--- src/rtl/disp_scan_arb_pkg.sv ---
// Shared constants for the 4-digit display scanner: segment codes, idle
// pin levels and the source identifier used by the arbiter.
package uec_disp_pkg;

  localparam int N_DIGITS = 4;

  localparam logic [6:0] SEG_OFF = 7'h7F;
  localparam logic [3:0] AN_OFF  = 4'hF;

  // Active-low {g,f,e,d,c,b,a} codes, index = hex digit (F leftmost, 0 rightmost).
  localparam logic [15:0][6:0] SEG_HEX = {
    7'h0E, 7'h06, 7'h21, 7'h46, 7'h03, 7'h08, 7'h10, 7'h00,
    7'h78, 7'h02, 7'h12, 7'h19, 7'h30, 7'h24, 7'h79, 7'h40
  };

  typedef enum logic {
    SRC_A = 1'b0,
    SRC_B = 1'b1
  } src_e;

endpackage

--- src/rtl/disp_scan_arb_if.sv ---
// Two-source write port of the display scanner.
// A source transfers on a cycle where its valid and ready are both high; it
// holds valid, data and dp stable until then and may drop valid to withdraw.
interface disp_scan_arb_if;

  logic        valid_a;
  logic [15:0] data_a;
  logic [3:0]  dp_a;
  logic        ready_a;
  logic        valid_b;
  logic [15:0] data_b;
  logic [3:0]  dp_b;
  logic        ready_b;

  modport master (
    output valid_a, data_a, dp_a, valid_b, data_b, dp_b,
    input  ready_a, ready_b
  );

  modport slave (
    input  valid_a, data_a, dp_a, valid_b, data_b, dp_b,
    output ready_a, ready_b
  );

endinterface

--- src/rtl/disp_scan_arb_hex7seg_dec.sv ---
// Nibble to active-low 7-segment code, purely combinational.
module hex7seg_dec
  import uec_disp_pkg::*;
(
  input  logic [3:0] i_nib,
  output logic [6:0] o_seg
);

  assign o_seg = SEG_HEX[i_nib];

endmodule

--- src/rtl/disp_scan_arb.sv ---
// Shares the 4-digit 7-segment display between two requesters: round-robin
// arbitration into a pending buffer, frame-aligned commit, blanked digit scan.
module disp_scan_arb
  import uec_disp_pkg::*;
#(
  parameter int CLK_HZ    = 100_000_000,
  parameter int SCAN_HZ   = 1000,
  parameter int BLANK_CYC = 64,
  parameter int LZ_BLANK  = 0
) (
  input  logic             clk,
  input  logic             rst,
  input  logic             dbg_mode,
  disp_scan_arb_if.slave   src,
  output logic             owner_b,
  output logic             frame_tick,
  output logic [3:0]       an,
  output logic [6:0]       seg,
  output logic             dp
);

  localparam int DIGIT_CYC = CLK_HZ / SCAN_HZ;
  localparam int CNT_W     = $clog2(DIGIT_CYC);
  localparam int IDX_W     = $clog2(N_DIGITS);
  localparam logic [CNT_W-1:0] CNT_LAST  = CNT_W'(DIGIT_CYC - 1);
  localparam logic [CNT_W-1:0] CNT_BLANK = CNT_W'(BLANK_CYC);
  localparam logic [IDX_W-1:0] IDX_LAST  = IDX_W'(N_DIGITS - 1);

  logic [CNT_W-1:0] r_cnt;
  logic [IDX_W-1:0] r_idx;
  logic             r_pend;
  logic [15:0]      r_pend_val;
  logic [3:0]       r_pend_dp;
  src_e             r_pend_id;
  src_e             r_rr;
  logic [15:0]      r_act_val;
  logic [3:0]       r_act_dp;
  logic             r_owner_b;
  logic             r_frame_tick;
  logic [3:0]       r_an;
  logic [6:0]       r_seg;
  logic             r_dp;

  logic       w_base_a, w_base_b, w_clash;
  logic       w_grant_a, w_grant_b;
  logic       w_last, w_lz_hide, w_blank;
  logic [3:0] w_nib;
  logic [6:0] w_seg;

  // Loser of a same-cycle clash sees ready low; reset leaves readies unforced.
  assign w_base_a    = ~r_pend & ~dbg_mode;
  assign w_base_b    = ~r_pend;
  assign w_clash     = rst & src.valid_a & w_base_a & src.valid_b & w_base_b;
  assign src.ready_a = w_base_a & ~(w_clash & (r_rr == SRC_B));
  assign src.ready_b = w_base_b & ~(w_clash & (r_rr == SRC_A));
  assign w_grant_a   = src.valid_a & src.ready_a;
  assign w_grant_b   = src.valid_b & src.ready_b;

  always_ff @(posedge clk or negedge rst) begin
    if (!rst) begin
      r_pend     <= 1'b0;
      r_pend_val <= 16'h0000;
      r_pend_dp  <= 4'h0;
      r_pend_id  <= SRC_A;
      r_rr       <= SRC_A;
      r_act_val  <= 16'h0000;
      r_act_dp   <= 4'h0;
      r_owner_b  <= 1'b0;
    end else if (r_frame_tick && r_pend) begin
      r_act_val <= r_pend_val;
      r_act_dp  <= r_pend_dp;
      r_owner_b <= (r_pend_id == SRC_B);
      r_pend    <= 1'b0;
    end else if (w_grant_a || w_grant_b) begin
      r_pend     <= 1'b1;
      r_pend_val <= w_grant_b ? src.data_b : src.data_a;
      r_pend_dp  <= w_grant_b ? src.dp_b : src.dp_a;
      r_pend_id  <= w_grant_b ? SRC_B : SRC_A;
      r_rr       <= w_grant_b ? SRC_A : SRC_B;
    end
  end

  assign w_last = (r_cnt == CNT_LAST);
  assign w_nib  = r_act_val[{r_idx, 2'b00} +: 4];

  // A digit above 0 is hidden when it and every digit left of it are zero.
  always_comb begin
    w_lz_hide = 1'b0;
    if (LZ_BLANK != 0) begin
      case (r_idx)
        2'd1:    w_lz_hide = (r_act_val[15:4] == 12'h000);
        2'd2:    w_lz_hide = (r_act_val[15:8] == 8'h00);
        2'd3:    w_lz_hide = (r_act_val[15:12] == 4'h0);
        default: w_lz_hide = 1'b0;
      endcase
    end
  end

  assign w_blank = (r_cnt < CNT_BLANK) | w_lz_hide;

  hex7seg_dec u_dec (
    .i_nib (w_nib),
    .o_seg (w_seg)
  );

  always_ff @(posedge clk or negedge rst) begin
    if (!rst) begin
      r_cnt        <= '0;
      r_idx        <= '0;
      r_frame_tick <= 1'b0;
      r_an         <= AN_OFF;
      r_seg        <= SEG_OFF;
      r_dp         <= 1'b1;
    end else begin
      r_cnt        <= w_last ? '0 : r_cnt + 1'b1;
      r_idx        <= w_last ? r_idx + 1'b1 : r_idx;
      r_frame_tick <= w_last && (r_idx == IDX_LAST);
      r_an         <= w_blank ? AN_OFF : ~(4'b0001 << r_idx);
      r_seg        <= w_blank ? SEG_OFF : w_seg;
      r_dp         <= w_blank ? 1'b1 : ~r_act_dp[r_idx];
    end
  end

  assign owner_b    = r_owner_b;
  assign frame_tick = r_frame_tick;
  assign an         = r_an;
  assign seg        = r_seg;
  assign dp         = r_dp;

endmodule

--- src/flat_wrapper.sv ---
// flat-port wrapper written by rule: the top's interface ports become plain ports
module disp_scan_arb_flat import uec_disp_pkg::*;
#(
  parameter int CLK_HZ    = 100_000_000,
  parameter int SCAN_HZ   = 1000,
  parameter int BLANK_CYC = 64,
  parameter int LZ_BLANK  = 0
)
  (clk, rst, dbg_mode, owner_b, frame_tick, an, seg, dp, src_valid_a, src_data_a, src_dp_a, src_valid_b, src_data_b, src_dp_b, src_ready_a, src_ready_b);
  disp_scan_arb_if src_i ();
  input  logic clk;
  input  logic rst;
  input  logic dbg_mode;
  output logic owner_b;
  output logic frame_tick;
  output logic [3:0] an;
  output logic [6:0] seg;
  output logic dp;
  input wire logic [$bits(src_i.valid_a)-1:0] src_valid_a;
  input wire logic [$bits(src_i.data_a)-1:0] src_data_a;
  input wire logic [$bits(src_i.dp_a)-1:0] src_dp_a;
  input wire logic [$bits(src_i.valid_b)-1:0] src_valid_b;
  input wire logic [$bits(src_i.data_b)-1:0] src_data_b;
  input wire logic [$bits(src_i.dp_b)-1:0] src_dp_b;
  output wire logic [$bits(src_i.ready_a)-1:0] src_ready_a;
  output wire logic [$bits(src_i.ready_b)-1:0] src_ready_b;
  assign src_i.valid_a = src_valid_a;
  assign src_i.data_a = src_data_a;
  assign src_i.dp_a = src_dp_a;
  assign src_i.valid_b = src_valid_b;
  assign src_i.data_b = src_data_b;
  assign src_i.dp_b = src_dp_b;
  assign src_ready_a = src_i.ready_a;
  assign src_ready_b = src_i.ready_b;
  disp_scan_arb #(.CLK_HZ(CLK_HZ), .SCAN_HZ(SCAN_HZ), .BLANK_CYC(BLANK_CYC), .LZ_BLANK(LZ_BLANK)) u_core (.clk(clk), .rst(rst), .dbg_mode(dbg_mode), .src(src_i), .owner_b(owner_b), .frame_tick(frame_tick), .an(an), .seg(seg), .dp(dp));
endmodule
--- config.mk ---
export PLATFORM = sky130hd
export DESIGN_NAME = disp_scan_arb_flat
export DESIGN_NICKNAME = d
export VERILOG_FILES = /design/src/rtl/disp_scan_arb_pkg.sv /design/src/rtl/disp_scan_arb_if.sv /design/src/rtl/disp_scan_arb_hex7seg_dec.sv /design/src/rtl/disp_scan_arb.sv /design/src/flat_wrapper.sv
export SDC_FILE = /design/constraint.sdc
export NUM_CORES = 1
export LEC_CHECK = 0
export BUFFER_PORTS_ARGS = -buffer_cell sky130_fd_sc_hd__buf_2
export CORE_MARGIN = 3
export CORE_UTILIZATION = 50
export CTS_CLUSTER_DIAMETER = 150
export CTS_CLUSTER_SIZE = 14
export DETAILED_ROUTE_END_ITERATION = 8
export PLACE_DENSITY = 0.71
export SLEW_MARGIN = 20
export SYNTH_ARGS = -nofsm -noshare
export SYNTH_HDL_FRONTEND = slang
export SYNTH_SLANG_ARGS = --single-unit
export TNS_END_PERCENT = 1
--- constraint.sdc ---
create_clock -name clk -period 1.9 [get_ports clk]
set_input_delay 0.38 -clock clk [delete_from_list [all_inputs] [get_ports clk]]
set_output_delay 0.38 -clock clk [all_outputs]
set_load 0.1 [all_outputs]
==> flow_summary.ini <==
[logic_synthesis]
synthFlopType = dfrtp_1
ys_top_cells_by_count = 64 x dfrtp_1, 36 x nand2_1, 23 x mux2_2, 22 x mux2i_1, 21 x o21ai_0
synth_seq_area_share_pct = 54.42
synthArstFlopShare_pct = 100.0
synth_top_area_share_pct = 45.47
synth_warnings = 0
synth_nets = 350
synth_top_cells_by_area = dfrtp_1 45%, dfstp_2 9.0%, mux2_2 7.4%
syn_area_per_cell_um2 = 11.98
synthDistinctLibCells = 43
synth.most_common_cell = dfrtp_1
synth-seq-cells = 76
syn_area_um2 = 3522
synth_edf_count = 0
synthCells = 294
yosysTopAreaCell = dfrtp_1

[timing]
worstMarginPinSlew_ns = 0.4901
report.final.hold_viol_count = 0
rsz0062_at_grt = false
setup_ws_ns = 0.1107
slew_headroom_pct = 67.55
fmax_ghz = 0.5589
fin_crit_sh_pct = 94.17
drv_slew = 0
post-route-min-period_ns = 1.789
setup_viol = 0
fin_worst_skew_ns = 0.007600

[clocking]
cts_root_buf = clkbuf_8
cts_tree = yes
clk_pin_slew_ns = 0.08
clock_path_buffers = 2
htreeDepth = 3
cts-hold-fix-buffers = 0
cts_buffers = 9
clock_latency_ns = 0.34
clkSinkCount = 76

[setup_path]
worstPathMaxFanout = 5
worstPathRequired_ns = 1.52
cpPeakStageDelay_ns = 0.45
worstSetupPathType = register to primary output
rrSetupSlack_ns = 0.12
arrival_ns = 1.41
end_kind = primary output
cpMaxStageDelayCell = dfrtp_1
start_kind = register
crit_chain = nor2_1 -> and2_1 -> buf_4

[floorplan]
row_count = 29
core_um2 = 6568
die_w_um = 89.93
die-area_um2 = 8087
ios = 61
start_util_pct = 53.63
die_height_um = 89.93

[finish]
stdcell_area_um2 = 4263
area_growth_pct = 21.03
fillers = 532
antenna_cells = 0
drive_gt1_share_pct = 36.59
stdcell_count = 462
nets = 421

[placement]
dp_hpwl_mm = 4.543
dpl_worst_slack_ns = -0.003549
place_area_um2 = 4023
numPortBuffers = 60
gp_congestion = 0.8182
dp_cells = 446

[detailed_routing]
antenna_left = 0
vias = 2368
viasPerCell = 5.126
wl_per_cell_um = 13.96
drc = 0
drt_iter0_drc = 58
first_pass_iters = 4
routed_wl_mm = 6.450

[global_routing]
antenna_found_initial = 0
grt_util_all_layers_pct = 17.21
grt_pass1_wl_mm = 11.28
overflow = 0
grt_max_degree = 77
grt_pass1_vias = 2372

[power_and_ir_drop]
p_leak_nw = 2.062
power_density_nw_per_um2 = 879.9
peakVddDrop_mv = 0.5739

[status]
status = finished clean

[hold_path]
hp-class = primary input to async pin

[run]
maxCapViolCount = 0
[routing by layer]
metal	wire length (um)	global-route usage [%]	up-vias	part of all wire, %
li1	-	-	1178	-
met1	3081	24.40	1120	48
met2	2994	26.00	63	46
met3	286	3.422	7	4.4
met4	88	7.270	0	1.4
met5	0	0	-	0
[area by class of cell]
type	instances	area, um^2	share of cell area (%)
inverter	9	33.78	0.7925
timing repair buffer	72	447.9	10.51
tap	93	116.4	2.730
multi-input combinational	197	1523	35.72
clock buffer	11	151.4	3.552
clock inverter	4	72.57	1.702
sequential	76	1918	45.00
[worst max-delay path: cells and delay by family (launching register included)]
kind | cells | cell delay (ns)
flops | 1 | 0.45
buf+inv | 1 | 0.28
simple gates | 2 | 0.33
[through the flow]
step	TNS, ns	util [%]	hold slack [ns]	power, mW
after global placement	0	61.25	0.4581	2.410
after CTS	0	64.76	0.1124	3.796
after detailed placement	-0.003549	61.25	0.4659	2.432
after global routing	0	64.91	0.1318	3.938
final	0	64.91	0.1166	3.751
after floorplan	0	-	0.08441	2.231
[flip-flops by register name, indices dropped and copies added (netlist names)]
register / count
u_core.r_pend: 1
u_core.r_pend_id: 1
u_core.owner_b: 1
u_core.r_pend_val: 16
u_core.frame_tick: 1
u_core.an: 4
u_core.r_act_val: 16
u_core.r_pend_dp: 4
u_core.r_rr: 1
u_core.r_act_dp: 4
u_core.seg: 7
u_core.r_idx: 2
u_core.r_cnt: 17
u_core.dp: 1
[cells by family (layout without fill, tap and decap cells)]
group	count (synthesis)	in the layout	synth area share, %
and+or+nand+nor	81	81	11.01
DFF	76	76	54.42
muxes	51	51	17.44
AOI/OAI and AO/OA	40	40	6.927
buffers and inverters	21	96	2.806
xor gates and xnor gates	14	14	3.481
adders and majority gates	11	11	3.908
[path summary, 6_finish.rpt]
path,start,to,cells after the start
max reg2reg,u_core.r_cnt[0],u_core.r_idx[1],6
min in group clk,src_dp_b[1],u_core.r_pend_dp[1],3
max,u_core.r_pend,src_ready_a,3
max in group asynchronous,rst,u_core.an[3],2
min,rst,u_core.r_cnt[13],2
min reg2reg,u_core.r_pend_id,u_core.r_pend_id,1
[report_power, final]
group / switching, mW / internal, mW / leakage (nW) / total (mW)
registers: 0.140 / 1.85 / 0.960 / 1.99
logic: 0.203 / 0.197 / 0.990 / 0.401
clock network: 0.559 / 0.802 / 0.111 / 1.36
total: 0.902 / 2.85 / 2.06 / 3.75
[cells in the final DEF (no fill, tap or decap), drive strengths merged]
master | Yosys | layout
a211oi | 1 | 1
a21o | 1 | 1
a21oi | 6 | 6
and2 | 2 | 2
and3 | 1 | 1
and4 | 3 | 3
buf | 8 | 72
bufinv | 0 | 2
clkbuf | 4 | 11
clkinv | 0 | 1
clkinvlp | 0 | 1
dfrtp | 64 | 64
dfstp | 12 | 12
ha | 11 | 11
inv | 9 | 9
mux2 | 24 | 24
mux2i | 22 | 22
mux4 | 5 | 5
nand2 | 36 | 36
nand2b | 2 | 2
nand3 | 6 | 6
nand3b | 1 | 1
nand4 | 5 | 5
nor2 | 13 | 13
nor2b | 2 | 2
nor3 | 3 | 3
nor4 | 2 | 2
o211ai | 2 | 2
o21a | 1 | 1
o21ai | 22 | 22
o221ai | 4 | 4
o22ai | 1 | 1
o31ai | 1 | 1
o41ai | 1 | 1
or2 | 1 | 1
or2b | 1 | 1
or3 | 1 | 1
or4 | 2 | 2
xnor2 | 10 | 10
xor2 | 4 | 4
[timing repair]
item                                    in CTS  in global routing
setup buffers                                0                  1
gates resized for setup                      3                  3
endpoints found under the hold margin        0                  0
endpoints found under the setup margin       4                  6
No activity file was read; power rests on OpenSTA's default activity.
